## config.mk

```make
export PLATFORM = sky130hd
export DESIGN_NAME = bcd_addsub_serial
export DESIGN_NICKNAME = d
export VERILOG_FILES = /design/src/rtl/bcd_addsub_serial.sv
export SDC_FILE = /design/constraint.sdc
export NUM_CORES = 1
export LEC_CHECK = 0
export BUFFER_PORTS_ARGS = -buffer_cell sky130_fd_sc_hd__buf_2
export CORE_AREA = 8 8 84 86
export CTS_CLUSTER_DIAMETER = 30
export DETAILED_ROUTE_END_ITERATION = 16
export DIE_AREA = 0 0 92 94
export GPL_TIMING_DRIVEN = 0
export PLACE_DENSITY = 0.8
export REMOVE_ABC_BUFFERS = 1
export SLEW_MARGIN = 30
export SYNTH_ARGS = -nofsm -noshare
export SYNTH_HDL_FRONTEND = slang
export SYNTH_SLANG_ARGS = --single-unit
```

## constraint.sdc

```tcl
create_clock -name clk -period 4 [get_ports clk]
set_input_delay 0.8 -clock clk [delete_from_list [all_inputs] [get_ports clk]]
set_output_delay 0.8 -clock clk [all_outputs]
set_load 0.005 [all_outputs]
```

## src/rtl/bcd_addsub_serial.sv

```systemverilog
// Digit-serial packed-BCD adder/subtractor, least-significant digit first.
// Subtraction yields sign + magnitude through a 10's-complement fix-up pass when a < b.
module bcd_addsub_serial #(
   parameter int DIGITS = 4
) (
   input  logic                  clk,
   input  logic                  rst,
   input  logic                  start,
   input  logic                  mode,
   input  logic [4*DIGITS-1:0]   a,
   input  logic [4*DIGITS-1:0]   b,
   input  logic                  cin,
   output logic                  busy,
   output logic                  done,
   output logic [4*DIGITS-1:0]   result,
   output logic                  cout,
   output logic                  neg,
   output logic                  err
);

   localparam int IW = (DIGITS > 1) ? $clog2(DIGITS) : 1;

   typedef enum logic [2:0] {
      S_IDLE,
      S_CHK,
      S_CALC,
      S_FIX,
      S_DONE
   } state_t;

   state_t                    state_reg, state_next;
   logic [DIGITS-1:0][3:0]    a_reg, a_next;
   logic [DIGITS-1:0][3:0]    b_reg, b_next;
   logic [DIGITS-1:0][3:0]    result_reg, result_next;
   logic                      mode_reg, mode_next;
   logic                      cin_reg, cin_next;
   logic                      carry_reg, carry_next;
   logic [IW-1:0]             idx_reg, idx_next;
   logic                      cout_reg, cout_next;
   logic                      neg_reg, neg_next;
   logic                      err_reg, err_next;

   logic [DIGITS-1:0]         bad_digit;
   logic [3:0]                op_x;
   logic [3:0]                op_y;
   logic [4:0]                digit_sum;
   logic [3:0]                digit_out;
   logic                      digit_carry;
   logic                      last_digit;

   // Any captured nibble above 9 in either operand makes the operation invalid.
   for (genvar gi = 0; gi < DIGITS; gi++) begin : g_chk
      assign bad_digit[gi] = (a_reg[gi] > 4'd9) || (b_reg[gi] > 4'd9);
   end

   assign last_digit = (idx_reg == IW'(DIGITS - 1));

   // One decimal digit step: CALC adds a (+ b or 9's complement of b), FIX complements the result digit.
   always_comb begin
      op_x = a_reg[idx_reg];
      op_y = mode_reg ? (4'd9 - b_reg[idx_reg]) : b_reg[idx_reg];
      if (state_reg == S_FIX) begin
         op_x = 4'd9 - result_reg[idx_reg];
         op_y = 4'd0;
      end
      digit_sum = {1'b0, op_x} + {1'b0, op_y} + {4'd0, carry_reg};
      if (digit_sum > 5'd9) begin
         digit_out   = 4'(digit_sum - 5'd10);
         digit_carry = 1'b1;
      end else begin
         digit_out   = digit_sum[3:0];
         digit_carry = 1'b0;
      end
   end

   always_comb begin
      state_next  = state_reg;
      a_next      = a_reg;
      b_next      = b_reg;
      result_next = result_reg;
      mode_next   = mode_reg;
      cin_next    = cin_reg;
      carry_next  = carry_reg;
      idx_next    = idx_reg;
      cout_next   = cout_reg;
      neg_next    = neg_reg;
      err_next    = err_reg;

      case (state_reg)
         S_IDLE: begin
            if (start) begin
               a_next      = a;
               b_next      = b;
               mode_next   = mode;
               cin_next    = cin;
               result_next = '0;
               cout_next   = 1'b0;
               neg_next    = 1'b0;
               err_next    = 1'b0;
               state_next  = S_CHK;
            end
         end
         S_CHK: begin
            if (|bad_digit) begin
               err_next    = 1'b1;
               result_next = '0;
               cout_next   = 1'b0;
               neg_next    = 1'b0;
               state_next  = S_DONE;
            end else begin
               idx_next    = '0;
               carry_next  = mode_reg ? 1'b1 : cin_reg;
               state_next  = S_CALC;
            end
         end
         S_CALC: begin
            result_next[idx_reg] = digit_out;
            carry_next           = digit_carry;
            idx_next             = idx_reg + IW'(1);
            if (last_digit) begin
               if (!mode_reg) begin
                  cout_next  = digit_carry;
                  state_next = S_DONE;
               end else if (digit_carry) begin
                  state_next = S_DONE;
               end else begin
                  // No borrow-free carry out means a < b: complement the raw difference.
                  neg_next   = 1'b1;
                  carry_next = 1'b1;
                  idx_next   = '0;
                  state_next = S_FIX;
               end
            end
         end
         S_FIX: begin
            result_next[idx_reg] = digit_out;
            carry_next           = digit_carry;
            idx_next             = idx_reg + IW'(1);
            if (last_digit) begin
               state_next = S_DONE;
            end
         end
         S_DONE: begin
            state_next = S_IDLE;
         end
         default: begin
            state_next = S_IDLE;
         end
      endcase
   end

   always_ff @(posedge clk) begin
      if (rst) begin
         state_reg  <= S_IDLE;
         a_reg      <= '0;
         b_reg      <= '0;
         result_reg <= '0;
         mode_reg   <= 1'b0;
         cin_reg    <= 1'b0;
         carry_reg  <= 1'b0;
         idx_reg    <= '0;
         cout_reg   <= 1'b0;
         neg_reg    <= 1'b0;
         err_reg    <= 1'b0;
      end else begin
         state_reg  <= state_next;
         a_reg      <= a_next;
         b_reg      <= b_next;
         result_reg <= result_next;
         mode_reg   <= mode_next;
         cin_reg    <= cin_next;
         carry_reg  <= carry_next;
         idx_reg    <= idx_next;
         cout_reg   <= cout_next;
         neg_reg    <= neg_next;
         err_reg    <= err_next;
      end
   end

   assign busy   = (state_reg == S_CHK) || (state_reg == S_CALC) || (state_reg == S_FIX);
   assign done   = (state_reg == S_DONE);
   assign result = result_reg;
   assign cout   = cout_reg;
   assign neg    = neg_reg;
   assign err    = err_reg;

endmodule

```

==> results.yml, run 1 <==
synth:
  ys_seq_elements: 59
  async_reset_ff_frac: 0
  synth-warning-count: 0
  synth_flop_cell: "dfxtp_1"
  avgSynthCellArea_um2: 8.75
  netlist_instances: 345
  yosysSeqAreaShare: 0.391
  yosysUniqueCellTypes: 53
  netlist_area_um2: 3020
  synth-edff-count: 0
worst_setup_path:
  worstPathCellList: "nor2b_4 > nand2_1 > nor2_1 > a21oi_1 > fa_1 > inv_1 > fa_1 > o22a_2 > o221ai_2 > o31a_1 > mux2i_1 > a32o_1"
  cp_slowest_cell: "dfxtp_1"
  worst_path_most_repeated_cell: "fa_1"
  slowest_delay_ps: 570
  startpoint_type: "register"
  cp.required_ps: 4240
  critPathBufInv: 1
  cp_max_fo: 11
  path_class: "reg -> reg"
  crit_path_end_kind: "register"
  path_delay_family: "compound AO/OA/AOI/OAI gates"
  arrival_ps: 4030
clock_network:
  clkTransAtPathRegs_ps: 70
  tritoncts: "done"
  cts_buffers: 9
  clk_path_buf_depth: 2
  clkLatencyLatePin_ps: 350
  post_cts_buffers: 0
  clkSinkCount: 59
  cts_root_buf: "clkbuf_8"
  cts_max_level: 3
sta:
  hold_ws_ps: 455
  post-route-min-period_ps: 3790
  slew_headroom: 0.397
  setup_viol_count_final: 0
  max_freq_mhz: 264
  min_period_over_period: 0.947
  fin_skew_ps: 11.6
  drv_slew: 0
  worst_pin_slew_ps: 904
  hold_viol: 0
final_layout:
  layout-drive-gt1-share: 0.254
  nNetsFinal: 446
  diodes: 0
  syn_to_final_growth_pct: 19.1
run:
  drv_cap: 0
pwr:
  clock_power_share: 0.223
  switchingPower_uw: 1200
  power.density_nw_per_um2: 823
  ir_drop_mv: 0.371
  internal_power_uw: 1760
  p_leak_uw: 0.00153
  finalPower_uw: 2960
  p_seq_frac: 0.304
  comb_power_share: 0.473
  swShare: 0.406
routing:
  drtIter0Drc: 232
  wl_mm: 7.43
  ant_nets: 0
  via_count: 2675
  via_per_inst: 5.61
  wire_per_inst_um: 15.6
  drc: 0
  dr.pass1.iters: 4
global_routing:
  grt_overflow_total: 0
  grt_pass1_wl_mm: 12.1
  grt_use_total: 0.174
  grt_pass1_vias: 2629
  grt_antenna_before_repair: 0
  grt_max_degree: 52
floorplan:
  rows: 28
  die_h_um: 94
  die_w_um: 92
  dieArea_um2: 8650
  io_pins: 58
  core_um2: 5750
  start_util: 0.525
worst_hold_path:
  hp-class: "reg -> reg"
outcome:
  status: "complete, no violations"
placed_design:
  numPortBuffers: 57
  dp.final_hpwl_mm: 5.45
  gp_congestion: 0.886
-- logic make-up (layout without fill, tap and decap cells) --
logic type | Yosys count | in the layout | share of synthesized area
XOR/XNOR | 4 | 4 | 0.0116
multiplexers | 18 | 18 | 0.110
buffers and inverters | 38 | 95 | 0.0564
AND/OR/NAND/NOR | 121 | 121 | 0.175
AO/OA/AOI/OAI | 93 | 93 | 0.200
flip-flops | 59 | 59 | 0.391
adder cells (fa/ha/maj) | 12 | 12 | 0.0547
-- worst reg2reg max path, stage by stage (launching register included) --
cell      delay (ps)
dfxtp_1          570
nor2b_4          310
nand2_1          250
nor2_1           220
a21oi_1           80
fa_1             470
inv_1             90
fa_1             460
o22a_2           230
o221ai_2         140
o31a_1           330
mux2i_1          220
a32o_1           310
-- cells in the mapped netlist (2+ instances only) --
cell type	instances	area (um^2)
nand2_1	81	304
a22o_1	3	26.3
dfxtp_1	59	1180
mux2_2	2	22.5
clkbuf_1	12	45.0
a211oi_1	4	30.0
xor2_1	2	17.5
a21oi_1	44	220
a32o_1	12	120
nor3_1	3	15.0
xnor2_1	2	17.5
mux2i_1	4	40.0
ha_1	10	125
a2111oi_0	3	26.3
and2_1	2	12.5
nand4_1	3	18.8
or3_1	2	12.5
mux4_2	12	270
fa_1	2	40.0
inv_1	18	67.6
nor2_1	17	63.8
o21ai_0	13	65.1
buf_2	5	25.0
-- metal layers --
layer | GRT usage | part of all wire | up-vias | routed length (um)
met1 | 0.195 | 0.41 | 1263 | 3020
met2 | 0.298 | 0.52 | 76 | 3840
li1 | - | - | 1325 | -
met5 | 0 | 0 | - | 0
met3 | 0.0504 | 0.060 | 11 | 446
met4 | 0.0872 | 0.017 | 0 | 127
-- stage by stage --
stage | instances | area (um^2) | TNS (ps) | utilization | worst slack [ps]
2_1_floorplan | 325 | 2920 | 0 | - | 431
3_3_place_gp | 457 | 3290 | -205 | 0.573 | -63.9
4_1_cts | 477 | 3580 | 0 | 0.624 | 69.7
5_1_grt | 477 | 3590 | -14.5 | 0.626 | -10.1
6_report | 477 | 3590 | 0 | 0.626 | 212
3_5_place_dp | 461 | 3340 | -527 | 0.581 | -123
-- power by group through the flow --
stage / clock [uW] / sequential [uW] / combinational, uW
after floorplan: 0 / 856 / 1030
after global placement: 0 / 893 / 1290
after detailed placement: 0 / 905 / 1380
after CTS: 665 / 894 / 1390
after global routing: 693 / 925 / 1570
final: 661 / 899 / 1400
-- final cells by class --
class	instances	area (um^2)
fillers	527	2150
flip-flops and latches	59	1190
inverters	18	67.6
clock inverters	5	100
clock buffers	11	141
well taps	75	93.8
repair buffers	61	323
multi-input cells	248	1680
-- cells in the final DEF (no fill, tap or decap), types with 3 or more instances in the layout --
cell type,count
a22o_1,3
o21ai_0,13
a21oi_1,44
a211oi_1,4
buf_2,57
dfxtp_1,57
clkbuf_8,10
mux2i_1,4
ha_1,10
nor2_1,17
nand2_1,81
a32o_1,12
inv_1,18
mux4_2,12
nand4_1,3
a2111oi_0,3
nor3_1,3
bufinv_16,3
-- path summary, 6_finish.rpt --
| path | start | endpoint | slack (ps) | cells after the start |
|---|---|---|---|---|
| max | state_reg[1]$_SDFFE_PP0P_ | result[9]$_SDFFE_PP0P_ | 210 | 12 |
| min | b_reg[12]$_SDFFE_PP0P_ | b_reg[12]$_SDFFE_PP0P_ | 460 | 2 |
| max reg2reg | state_reg[1]$_SDFFE_PP0P_ | result[9]$_SDFFE_PP0P_ | 210 | 12 |
| min reg2reg | b_reg[12]$_SDFFE_PP0P_ | b_reg[12]$_SDFFE_PP0P_ | 460 | 2 |
-- repair_timing --
action	CTS	global route
endpoints found under the setup margin	8	15
gates cloned	0	0
hold buffers	0	0
pin swaps	0	0
gates resized for setup	1	4
No activity file was read; power rests on OpenSTA's default activity.
==> run 2, diff against run 1 <==
- CTS_BUF_LIST: not set -> sky130_fd_sc_hd__clkbuf_4 sky130_fd_sc_hd__clkbuf_8
==> run 2 against run 1 <==
Net effect: non-clock buffer count stayed put; clock-buffer cell count stayed put; via count hardly changed; critical path depth stayed put; worst setup slack better by 19 ps; utilization is 0.065 points higher; combinational power hardly changed; hold slack hardly changed; clock power is 0.9% higher; flip-flop and latch count stayed put.
==> results.yml, run 2 (synthesis results as in run 1) <==
floorplan:
  io_pins: 58
  core_um2: 5750
  die_h_um: 94
  die_w_um: 92
  rows: 28
  start_util: 0.525
  dieArea_um2: 8650
sta:
  post-route-min-period_ps: 3770
  slew_headroom: 0.405
  setup_viol_count_final: 0
  drv_slew: 0
  layout_setup_ws_ps: 231
  max_freq_mhz: 265
  fin_skew_ps: 11.2
  worst_pin_slew_ps: 892
  hold_viol: 0
  min_period_over_period: 0.942
pwr:
  power.density_nw_per_um2: 824
  p_leak_uw: 0.00153
  ir_drop_mv: 0.371
global_routing:
  grt_pass1_wl_mm: 12.1
  grt_use_total: 0.174
  grt_pass1_vias: 2629
  grt_overflow_total: 0
  grt_antenna_before_repair: 0
  grt_max_degree: 52
final_layout:
  syn_to_final_growth_pct: 19.2
  nFillCells: 525
  diodes: 0
  nNetsFinal: 446
  mostFrequentLayoutCell: "nand2_1"
  layout-drive-gt1-share: 0.256
  mostFrequentLayoutCells: "81 x nand2_1, 57 x dfxtp_1, 57 x buf_2"
  stdcell_area_um2: 3600
clock_network:
  ctsHoldBuffers: 0
  clkSinkCount: 59
  cts_max_level: 3
  cts_root_buf: "clkbuf_8"
  clkTransAtPathRegs_ps: 70
  cts_buffers: 9
  clk_path_buf_depth: 2
  clkLatencyLatePin_ps: 350
  tritoncts: "done"
routing:
  via_count: 2674
  ant_nets: 0
  wl_mm: 7.42
  via_per_inst: 5.61
  wire_per_inst_um: 15.6
  drc: 0
  dr.pass1.iters: 4
  drtIter0Drc: 232
worst_hold_path:
  hp-class: "reg -> reg"
outcome:
  status: "complete, no violations"
worst_setup_path:
  startpoint_type: "register"
  slowest_delay_ps: 570
  crit_path_end_kind: "register"
  cp_max_fo: 11
  worstPathCellList: "nor2b_4 > nand2_1 > nor2_1 > a21oi_1 > fa_1 > inv_1 > fa_1 > o22a_2 > o221ai_2 > o31a_1 > mux2i_1 > a32o_1"
  arrival_ps: 4010
  ff2ff_setup_slack_ps: 230
  cp.required_ps: 4240
  path_class: "reg -> reg"
  worst_path_most_repeated_cell: "fa_1"
  cp_slowest_cell: "dfxtp_1"
placed_design:
  dp.final_hpwl_mm: 5.45
  numPortBuffers: 57
  place_area_um2: 3340
  gp_congestion: 0.886
  pre_cts_slack_ps: -123
run:
  drv_cap: 0
## run 2: cell counts in the layout (fill, tap and decap cells not counted)
Identical to the previous run, type by type.
## run 2: layout make-up
type / count / area [um^2] / area share
Clock buffer: 11 / 145 / 0.0403
Inverter: 18 / 67.6 / 0.0188
Clock inverter: 5 / 100 / 0.0278
Tap cell: 75 / 93.8 / 0.0261
Timing Repair Buffer: 61 / 323 / 0.0897
Sequential cell: 59 / 1190 / 0.330
Multi-Input combinational cell: 248 / 1680 / 0.468
## run 2: worst paths after layout
kind	from	to	cells past startpoint
setup / recovery	state_reg[1]$_SDFFE_PP0P_	result[9]$_SDFFE_PP0P_	12
hold / removal	b_reg[0]$_SDFFE_PP0P_	b_reg[0]$_SDFFE_PP0P_	2
setup reg to reg	state_reg[1]$_SDFFE_PP0P_	result[9]$_SDFFE_PP0P_	12
hold reg to reg	b_reg[0]$_SDFFE_PP0P_	b_reg[0]$_SDFFE_PP0P_	2
## run 2: critical path, delay by kind of cell, from the launching register on
| kind | cells | cell delay, ps |
|---|---|---|
| AOI/OAI and AO/OA | 5 | 1070 |
| adders and majority gates | 2 | 930 |
| buffers and inverters | 1 | 90 |
| DFF | 1 | 570 |
| muxes | 1 | 210 |
| and+or+nand+nor | 3 | 780 |
## run 2: metal layers
layer	wire (um)	GRT usage	up-vias
met3	462	0.0504	10
li1	-	-	1325
met4	112	0.0872	0
met1	3000	0.195	1266
met2	3850	0.298	73
met5	0	0	-
## run 2: repair_timing
item / 4_1_cts / 5_1_grt
resized for setup: 1 / 4
setup endpoints to repair: 8 / 15
buffers inserted: 0 / 0
cloned: 0 / 0
## run 2: power by group
part,switching (uW),leakage (uW),internal [uW]
clock network,232,0.000127,435
logic,810,0.000922,589
registers,159,0.000484,739
## run 2: through the flow
step	std cells	power (uW)	utilization	hold slack, ps	TNS, ps
global route	477	3190	0.626	479	-14.5
global placement	457	2180	0.573	440	-205
detailed placement	461	2290	0.581	449	-527
finish	477	2960	0.626	455	0
CTS	477	2960	0.624	457	0
floorplan	325	1880	-	427	0
==> run 3, diff against run 2 <==
- GPL_TIMING_DRIVEN: 0 -> 1
==> run 3 against run 2 <==
Net effect: register-to-register slack gained 190 ps; sequential share of layout area grew 0.42 points; flip-flop and latch count is the same; worst setup slack gained 190 ps; critical path type unchanged; largest power group unchanged; combinational power is essentially flat; critical endpoint is now result[1]$_SDFFE_PP0P_; first-iteration DRC count shrank 22%; clock-buffer cell count grew 2; via count shrank 1.0%; die area is the same; maximum frequency grew 5.3%; clock skew shrank 5.2 ps; utilization shrank 1.0 points.
==> results.yml, run 3 (synthesis results as in run 1) <==
final_layout:
  syn_to_final_growth_pct: 17.2
  mostFrequentLayoutCells: "81 x nand2_1, 59 x dfxtp_1, 57 x buf_2"
  layout-drive-gt1-share: 0.252
  diodes: 0
  nNetsFinal: 449
  mostFrequentLayoutCell: "nand2_1"
floorplan:
  die_w_um: 92
  io_pins: 58
  dieArea_um2: 8650
  core_um2: 5750
  rows: 28
  die_h_um: 94
  start_util: 0.525
worst_setup_path:
  endpoint: "result[1]$_SDFFE_PP0P_"
  arrival_ps: 3810
  rr_endpoint: "result[1]$_SDFFE_PP0P_"
  r2r_start: "idx_reg[0]$_SDFFE_PP0P_"
  path_class: "reg -> reg"
  cp.required_ps: 4230
  cp-startpoint: "idx_reg[0]$_SDFFE_PP0P_"
  crit_path_end_kind: "register"
  worstRegToRegCells: 12
  cp_max_fo: 14
  ff2ff_setup_slack_ps: 420
  startpoint_type: "register"
pwr:
  power.density_nw_per_um2: 780
  p_leak_uw: 0.00151
  finalPower_uw: 2760
  ir_drop_mv: 0.372
clock_network:
  cts_resized: 0
  cts_max_level: 3
  tritoncts: "done"
  ctsHoldBuffers: 0
  cts_root_buf: "clkbuf_8"
  clkLatencyLatePin_ps: 340
  clk_path_buf_depth: 2
  clkSinkCount: 59
  cts_buffers: 9
  post_cts_buffers: 0
  clkTransAtPathRegs_ps: 60
routing:
  drtIter0Drc: 181
  dr.pass1.iters: 4
  wire_per_inst_um: 15.3
  wl_mm: 7.34
  via_count: 2646
  drc: 0
  via_per_inst: 5.52
  ant_nets: 0
sta:
  slew_headroom: 0.417
  max_freq_mhz: 279
  fin_skew_ps: 6.01
  post-route-min-period_ps: 3580
  min_period_over_period: 0.895
  tns_ps: 0
  worst_pin_slew_ps: 875
  drv_slew: 0
  rsz0062_at_grt: "false"
  setup_viol_count_final: 0
  hold_viol: 0
worst_hold_path:
  hp-class: "reg -> reg"
global_routing:
  grt_antenna_before_repair: 0
  grt_max_degree: 52
  grt_use_total: 0.172
  grt_pass1_vias: 2573
  grt_overflow_total: 0
  grt_pass1_wl_mm: 11.9
outcome:
  status: "complete, no violations"
run:
  drv_cap: 0
placed_design:
  numPortBuffers: 57
  dp.final_hpwl_mm: 5.44
  gp_congestion: 0.956
run 3: cell types whose count changed in the layout (fill, tap and decap cells not counted):
cell / previous run / this run
dfxtp_1: 57 / 59
clkbuf_8: 10 / 12
buf_6: 2 / 0
buf_4: 2 / 7
bufinv_16: 3 / 0
nor2b_4: 1 / 0
nor2b_1: 0 / 1
dfxtp_2: 1 / 0
dfxtp_4: 1 / 0
run 3: power by group:
group	leakage (uW)	switching (uW)	internal (uW)
Combinational	0.000934	832	580
Clock	0.0000987	219	277
Sequential	0.000482	118	736
Total	0.00151	1170	1590
run 3: worst min-delay path by stage:
stage                     depth (start not counted)              startpoint                      to  slack (ps)
after floorplan                                   2   a_reg[8]$_SDFFE_PP0P_   a_reg[8]$_SDFFE_PP0P_         430
after global placement                            2        err$_SDFFE_PP0P_        err$_SDFFE_PP0P_         440
after detailed placement                          2  b_reg[12]$_SDFFE_PP0P_  b_reg[12]$_SDFFE_PP0P_         450
after CTS                                         2  b_reg[12]$_SDFFE_PP0P_  b_reg[12]$_SDFFE_PP0P_         460
after global routing                              2  b_reg[12]$_SDFFE_PP0P_  b_reg[12]$_SDFFE_PP0P_         480
final                                             2  b_reg[12]$_SDFFE_PP0P_  b_reg[12]$_SDFFE_PP0P_         460
run 3: final cells by class:
| type | count | area, um^2 |
|---|---|---|
| clock inverters | 2 | 10.0 |
| flip-flops and latches | 59 | 1180 |
| inverters | 18 | 67.6 |
| multi-input cells | 248 | 1680 |
| repair buffers | 64 | 338 |
| clock buffers | 13 | 173 |
| well taps | 75 | 93.8 |
| fillers | 533 | 2210 |
run 3: critical path, stage by stage (launching register included):
cell and delay, ps:
dfxtp_1 390, buf_4 280, mux4_2 540, inv_1 90, ha_1 230, mux2i_1 140
a21oi_1 70, ha_1 380, a21o_1 210, a21oi_1 290, o31a_1 350, mux2i_1 200
a32o_1 290
run 3: metal layers:
| metal | vias up | part of all wire | track usage |
|---|---|---|---|
| met5 | - | 0 | 0 |
| met4 | 0 | 0.026 | 0.0765 |
| met3 | 14 | 0.040 | 0.0496 |
| met2 | 62 | 0.50 | 0.292 |
| met1 | 1241 | 0.43 | 0.197 |
| li1 | 1329 | - | - |
run 3: stage by stage:
stage | std cells | setup slack (ps) | util | hold slack, ps | instance area, um^2
finish | 479 | 420 | 0.616 | 459 | 3540
global route | 479 | 203 | 0.616 | 478 | 3540
CTS | 479 | 442 | 0.616 | 457 | 3540
detailed placement | 464 | 458 | 0.584 | 448 | 3360
global placement | 464 | 579 | 0.584 | 443 | 3360
floorplan | 325 | 431 | - | 427 | 2920
